## config.mk

```make
export PLATFORM = sky130hd
export DESIGN_NAME = sum_sq_seq_flat
export DESIGN_NICKNAME = d
export VERILOG_FILES = /design/src/rtl/sum_sq_if.sv /design/src/rtl/sum_sq_seq.sv /design/src/flat_wrapper.sv
export SDC_FILE = /design/constraint.sdc
export NUM_CORES = 2
export LEC_CHECK = 0
export CORE_UTILIZATION = 35
export DETAILED_ROUTE_END_ITERATION = 12
export PLACE_DENSITY = 0.59
export SETUP_SLACK_MARGIN = 0.2
export SLEW_MARGIN = 5
export SYNTH_ARGS = -nofsm -noshare
export SYNTH_HDL_FRONTEND = slang
export SYNTH_SLANG_ARGS = --single-unit
export TNS_END_PERCENT = 100
```

## constraint.sdc

```tcl
create_clock -name clk -period 13.75 [get_ports clk]
set_input_delay 1.375 -clock clk [delete_from_list [all_inputs] [get_ports clk]]
set_output_delay 1.375 -clock clk [all_outputs]
set_load 0.02 [all_outputs]
```

## src/rtl/sum_sq_if.sv

```systemverilog
// Request/result handshake bundle for the sequential sum-of-squares engine.
// The master drives requests and accepts results; the slave is the engine.
interface sum_sq_if #(
   parameter int W = 32
);
   logic         in_valid;
   logic         in_ready;
   logic [W-1:0] in_n;
   logic         out_valid;
   logic         out_ready;
   logic [W-1:0] out_sum;
   logic         out_ovf;
   logic         busy;

   modport master (
      output in_valid,
      output in_n,
      output out_ready,
      input  in_ready,
      input  out_valid,
      input  out_sum,
      input  out_ovf,
      input  busy
   );

   modport slave (
      input  in_valid,
      input  in_n,
      input  out_ready,
      output in_ready,
      output out_valid,
      output out_sum,
      output out_ovf,
      output busy
   );
endinterface

```

## src/rtl/sum_sq_seq.sv

```systemverilog
// Sequential sum-of-squares engine: S(n) = sum j*j for j = 0..n,
// one term per clock through a single multiplier, with overflow flag.
module sum_sq_seq #(
   parameter int W = 32
) (
   input  logic     clk,
   input  logic     rst,
   sum_sq_if.slave  bus
);

   typedef enum logic [1:0] {
      IDLE = 2'd0,
      RUN  = 2'd1,
      DONE = 2'd2
   } state_t;

   state_t state_q, state_d;

   logic [W-1:0] n_q, n_d;
   logic [W-1:0] j_q, j_d;
   logic [W-1:0] acc_q, acc_d;
   logic         ovf_q, ovf_d;
   logic [W-1:0] sum_q, sum_d;
   logic         rovf_q, rovf_d;

   logic [2*W-1:0] sq;
   logic [W:0]     add;
   logic           acc_ovf;
   logic           accept;
   logic           last;
   logic           drain;

   // term product and accumulate; overflow is sticky across the job
   always_comb begin
      sq      = {{W{1'b0}}, j_q} * {{W{1'b0}}, j_q};
      add     = {1'b0, acc_q} + {1'b0, sq[W-1:0]};
      acc_ovf = ovf_q | add[W] | (|sq[2*W-1:W]);
      accept  = (state_q == IDLE) && bus.in_valid;
      last    = (j_q == n_q);
      drain   = (state_q == DONE) && bus.out_ready;
   end

   always_ff @(posedge clk or posedge rst) begin
      if (rst) begin
         state_q <= IDLE;
      end else begin
         state_q <= state_d;
      end
   end

   always_comb begin
      state_d = state_q;
      unique case (state_q)
         IDLE: if (accept) state_d = RUN;
         RUN:  if (last)   state_d = DONE;
         DONE: if (drain)  state_d = IDLE;
         default:          state_d = IDLE;
      endcase
   end

   // index compared before increment, so j never wraps even for n = 2^W-1
   always_comb begin
      n_d    = n_q;
      j_d    = j_q;
      acc_d  = acc_q;
      ovf_d  = ovf_q;
      sum_d  = sum_q;
      rovf_d = rovf_q;
      if (accept) begin
         n_d   = bus.in_n;
         j_d   = '0;
         acc_d = '0;
         ovf_d = 1'b0;
      end else if (state_q == RUN) begin
         acc_d = add[W-1:0];
         ovf_d = acc_ovf;
         if (last) begin
            sum_d  = add[W-1:0];
            rovf_d = acc_ovf;
         end else begin
            j_d = j_q + {{(W-1){1'b0}}, 1'b1};
         end
      end
   end

   always_ff @(posedge clk or posedge rst) begin
      if (rst) begin
         n_q    <= '0;
         j_q    <= '0;
         acc_q  <= '0;
         ovf_q  <= 1'b0;
         sum_q  <= '0;
         rovf_q <= 1'b0;
      end else begin
         n_q    <= n_d;
         j_q    <= j_d;
         acc_q  <= acc_d;
         ovf_q  <= ovf_d;
         sum_q  <= sum_d;
         rovf_q <= rovf_d;
      end
   end

   always_comb begin
      bus.in_ready  = (state_q == IDLE);
      bus.out_valid = (state_q == DONE);
      bus.busy      = (state_q != IDLE);
      bus.out_sum   = sum_q;
      bus.out_ovf   = rovf_q;
   end

endmodule

```

## src/flat_wrapper.sv

```systemverilog
// flat-port wrapper written by rule: the top's interface ports become plain ports
module sum_sq_seq_flat 
#(
   parameter int W = 32
)
  (clk, rst, bus_in_valid, bus_in_n, bus_out_ready, bus_in_ready, bus_out_valid, bus_out_sum, bus_out_ovf, bus_busy);
  sum_sq_if #(.W(W)) bus_i ();
  input  logic clk;
  input  logic rst;
  input wire logic [$bits(bus_i.in_valid)-1:0] bus_in_valid;
  input wire logic [$bits(bus_i.in_n)-1:0] bus_in_n;
  input wire logic [$bits(bus_i.out_ready)-1:0] bus_out_ready;
  output wire logic [$bits(bus_i.in_ready)-1:0] bus_in_ready;
  output wire logic [$bits(bus_i.out_valid)-1:0] bus_out_valid;
  output wire logic [$bits(bus_i.out_sum)-1:0] bus_out_sum;
  output wire logic [$bits(bus_i.out_ovf)-1:0] bus_out_ovf;
  output wire logic [$bits(bus_i.busy)-1:0] bus_busy;
  assign bus_i.in_valid = bus_in_valid;
  assign bus_i.in_n = bus_in_n;
  assign bus_i.out_ready = bus_out_ready;
  assign bus_in_ready = bus_i.in_ready;
  assign bus_out_valid = bus_i.out_valid;
  assign bus_out_sum = bus_i.out_sum;
  assign bus_out_ovf = bus_i.out_ovf;
  assign bus_busy = bus_i.busy;
  sum_sq_seq #(.W(W)) u_core (.clk(clk), .rst(rst), .bus(bus_i));
endmodule
```

Word-level counts from Yosys, hierarchy flattened --
Index checks and enable logic that the tools add are counted.
Storage, ports and cells: register bits 132, output and inout bits 36
Operators by class: reductions and logical operators 9, $mul 1, multiplexer cells 11, $add $sub $neg 2, bitwise operators 3, equal/unequal tests 7
Operators by type and width (count):
- 2-to-1 mux 32 bit | 5
- multiplier 32 x 32 -> 64 bit | 1
- adder 32 x 32 -> 33 bit | 1
- adder 32 x 1 -> 32 bit, second input constant | 1
- equality test 32 bit | 1
- OR reduction 32 bit | 1
- inequality test 2 x 1 -> 1 bit, second input constant | 4
- 2-to-1 mux 2 bit | 3
- case mux 2 bit (3 select lines) | 1
- AND reduction 3 bit | 2
- nonzero test 2 bit | 2
- equality test 2 x 1 -> 1 bit, second input constant | 1
- equality test 2 bit, second input constant | 1
- logical AND 1 bit | 2
- logical NOT 2 bit | 1
- 2-to-1 mux 1 bit | 2
- OR 1 bit | 2
- AND reduction 2 bit | 1
- inverter 1 bit | 1

Depth between registers and ports, before layout --
depth in word-level cells 6, depth in mapped cells 38, gate-level depth less buffers 36

Worst setup path after synthesis --
No wires, ideal clock.
kind register -> register, start point register u_core.j_q[14], end point register u_core.ovf_q, arrival 9.463 ns, clock period less this slack 9.597 ns, slack 4.153 ns, library setup time 0.135 ns, required time 13.615 ns, stages on the path, launching flop included 38, path through dfrtp_1 -> clkbuf_1 -> clkbuf_1 -> clkbuf_1 -> nand2_1 -> fa_1 -> inv_1 -> fa_1 -> inv_1 -> fa_1 -> fa_1 -> inv_1 -> fa_1 -> inv_1 -> fa_1 -> inv_1 -> fa_1 -> fa_1 -> [... 2 more ...] -> nor2_1 -> a2111oi_2 -> a21oi_2 -> a21boi_0 -> o21a_1 -> xnor2_1 -> ha_1 -> and3_1 -> nor2b_1 -> o211a_1 -> a21oi_1 -> o2111ai_1 -> nor4_2 -> o2111a_1 -> nand4_1 -> or4_4 -> nor4_2 -> a31oi_1
Between the ends: word-level cells in the longest chain between the ends 6
Ends and longest elaborated chain:
- from (decl) | line sum_sq_seq.sv:20 | logic [W-1:0] j_q, j_d;
- from (signal assigned) | line sum_sq_seq.sv:96 | j_q <= j_d;
- multiplier 32 x 32 -> 64 bit (*) | line sum_sq_seq.sv:35 | sq = {{W{1'b0}}, j_q} * {{W{1'b0}}, j_q};
- adder 32 x 32 -> 33 bit | line sum_sq_seq.sv:36 | add = {1'b0, acc_q} + {1'b0, sq[W-1:0]};
- OR 1 bit | line sum_sq_seq.sv:37 | acc_ovf = ovf_q | add[W] | (|sq[2*W-1:W]);
- OR 1 bit (*) | line sum_sq_seq.sv:37
- 2-to-1 mux 1 bit (*) | line sum_sq_seq.sv:74 | end else if (state_q == RUN) begin
- 2-to-1 mux 1 bit (*) | line sum_sq_seq.sv:69 | if (accept) begin
- to (signal assigned) | line sum_sq_seq.sv:98 | ovf_q <= ovf_d;
- to (decl) | line sum_sq_seq.sv:22 | logic ovf_q, ovf_d;
Mark *: on every way between the ends. The rest lies on a longest branch, timed or not. The select of a mux whose other input is x is not followed. A chain may end at the register's enable or synchronous reset.

Worst setup path in the final report --
start point register u_core.j_q[3], end point register u_core.ovf_q
Same word-level chain as after synthesis.

==> results.md <==
- Setup violators final: 0
- Switch Pwr: 0.949 mW
- Setup tns final: 0 ps
- LEAKAGE: 18.5 nW
- Share of total power in the clock network: 24.4%
- Initial core utilization: 35.5%
- Avg Cell Area, Syn: 9.36 um^2
- Util after Layout: 38.2%
- Flops & latches, synth: 132
- CTS max path bufs: 2
- Synth top area share: 44.9%
- Vias: 25800
- Synth warn: 0
- Crit-path max cell delay: 960 ps
- Nets: 5019
- CTS tree: yes
- Worst-Skew Late Latency: 490 ps
- Reg2Reg Depth: 35
- Area contributors post-synth: fa_1, ha_1, dfrtp_1, inv_1, nand2_1
- WL/cell: 19.5 um
- Worst Tran Pin Value: 932 ps
- CP endpoint kind: flop
- Tcrit/Tclk final: 75.9%
- Vias in the first global route: 28400
- Peak supply drop: 0.137 mV
- Initial DRC count: 1883
- Gr usage total: 20.3%
- CP Launch Type: flop
- Sequential share of power: 26.9%
- Final wirelength: 102000 um
- EDFF count, synth: 0
- Largest net degree at the start of global routing: 92
- Arr. time, crit path: 10800 ps
- Fmax: 0.0959 GHz
- Crit-path slowest cell: dfrtp_1
- Worst setup margin: 3320 ps
- Total Power: 2.04 mW
- DIE AREA: 105000 um^2
- Commonest non-fill, non-tap cell in the layout: inv_1
- Reg clk slew, reported paths: 80 ps
- WS Path Type: reg -> reg
- Chip Width: 324 um
- Core area: 102000 um^2
- # fillers: 10200
- Row Count: 117
- Hold WC Path Type: reg -> reg
- N_diodes: 0
- Antenna-violating nets left: 0
- Worst path depth: 35
- CTS Sinks: 132
- Top Ports: 72
- Crit path top cell by count: fa_1
- Post-CTS sizing: 0
- Final min period: 10430 ps
- Skew final: 22.7 ps
- Hold path cells: 2
- Power Dens Cells: 52.2 nW/um^2
- Synth Cell Area: 36400 um^2
- Cell taking the most area after synthesis: fa_1
- Die extent in y: 324 um
- Syn nets: 5044
- DR vias/cell: 4.92
- CTS Hold Bufs: 0
- Layout cell share with drive strength beyond 1: 3.15%
- Post-CTS Setup Bufs: 0
- Count of input and output buffers: 71
- Initial antenna violation count: 1
- Asr flop ratio synth: 100%
- Ys flop type: dfrtp_1
- RSZ-0062 raised after global routing: false
- Commonest cells after routing, fill and taps aside: inv_1, fa_1, nand2_1
- Pre-CTS WS: 3390 ps
- GPL Wtd Cong: 0.922
- CTS buffer count: 17
- Crit Path Max Fanout: 20
- Critical path required time: 14120 ps
- Synth cell types: 78
- Root Driver: clkbuf_16
- Area growth syn-to-layout: 7.60%
- Combinational share of power: 48.8%
- Max-Cap Viols: 0
- Final Hold Fails: 0
- Post-Syn Instances: 3887
- Slew margin rel.: 37.8%
- Worst path bufs/invs: 6
- Sequential area share after synthesis: 9.08%
- First-pass GRT wire length: 165000 um
- Sw Share: 46.4%
- Int Pwr: 1.10 mW
- Post-DP HPWL: 83200 um
- Final Hold Slack: 505 ps
- GR Overflow Total: 0
- Status: finished clean
- Initial DRT Pass Iterations: 6
- Crit path max-delay family: adder cells
- H-tree Lvls: 4
- DR DRC count: 0
- Fin. max-slew vios: 0
[flip-flops by register name (all words and copies together), names as in the netlist]
| name | count |
|---|---|
| u_core.ovf_q | 1 |
| u_core.state_q | 2 |
| u_core.n_q | 32 |
| u_core.bus.out_ovf | 1 |
| u_core.bus.out_sum | 32 |
| u_core.acc_q | 32 |
| u_core.j_q | 32 |
[worst paths after layout]
kind | startpoint | end | slack (ps)
max | u_core.j_q[3] | u_core.ovf_q | 3320
min | u_core.n_q[25] | u_core.n_q[25] | 510
max reg2reg | u_core.j_q[3] | u_core.ovf_q | 3320
min reg2reg | u_core.n_q[25] | u_core.n_q[25] | 510
max in group asynchronous | rst | u_core.j_q[18] | 11050
min in group asynchronous | rst | u_core.bus.out_sum[23] | 1440
[kinds of logic after synthesis]
kind of cell	after synthesis	synth area share, %
AO/OA/AOI/OAI	383	6.70
adder cells (fa/ha/maj)	1121	55.4
multiplexers	36	1.04
AND/OR/NAND/NOR	1027	13.4
buffers and inverters	1036	10.8
flip-flops	132	9.08
XOR/XNOR	152	3.66
[cell usage after synthesis, types with 14 or more instances]
cell type  instances
buf_2             18
a21oi_1          110
fa_1             815
a31oi_1           18
o21bai_1          14
clkbuf_1         129
dfrtp_1          132
o21a_1            18
xnor2_1           75
nand2b_1          14
a211oi_1          17
mux2i_1           23
nand4_1           24
o21ai_0           87
nor2_1           132
xor2_1            77
ha_1             306
nand3_1           58
inv_1            876
nor4_1            18
a21o_1            46
nand2_1          472
and2_1           210
nor3_1            35
[power by group through the flow]
stage | logic, mW | clock network (mW) | registers (mW)
finish | 0.997 | 0.498 | 0.549
global route | 1.12 | 0.521 | 0.559
CTS | 1.00 | 0.511 | 0.549
detailed placement | 0.990 | 0 | 0.555
global placement | 0.982 | 0 | 0.553
floorplan | 0.707 | 0 | 0.525
[final cells by class]
class	count	area, um^2	share of cell area (%)
tap	1368	1710	4.37
sequential	132	3300	8.44
timing repair buffer	115	1040	2.66
clock buffer	17	425	1.09
inverter	877	3300	8.42
clock inverter	15	181	0.464
multi-input combinational	2719	29200	74.6
[worst register-to-register path, delay by kind of cell, from the launching register on]
| kind | cells | cell delay [ps] |
|---|---|---|
| AND/OR/NAND/NOR | 8 | 1720 |
| AO/OA/AOI/OAI | 10 | 2130 |
| buffers and inverters | 6 | 680 |
| adder cells (fa/ha/maj) | 10 | 4710 |
| flip-flops | 1 | 960 |
| XOR/XNOR | 1 | 130 |
[stage by stage]
step / instance area, um^2 / instances
after CTS: 39100 / 5243
final: 39100 / 5243
after global routing: 39100 / 5243
after global placement: 38500 / 5211
after floorplan: 36400 / 3887
after detailed placement: 38500 / 5211
[layer usage]
metal	GRT usage, %	up-vias	wire [um]
li1	-	11800	-
met1	28.2	13200	45800
met2	33.3	688	48200
met3	2.91	112	5730
met4	4.90	0	2380
met5	0	-	0
Note: power is estimated with default switching activity, not from simulation.
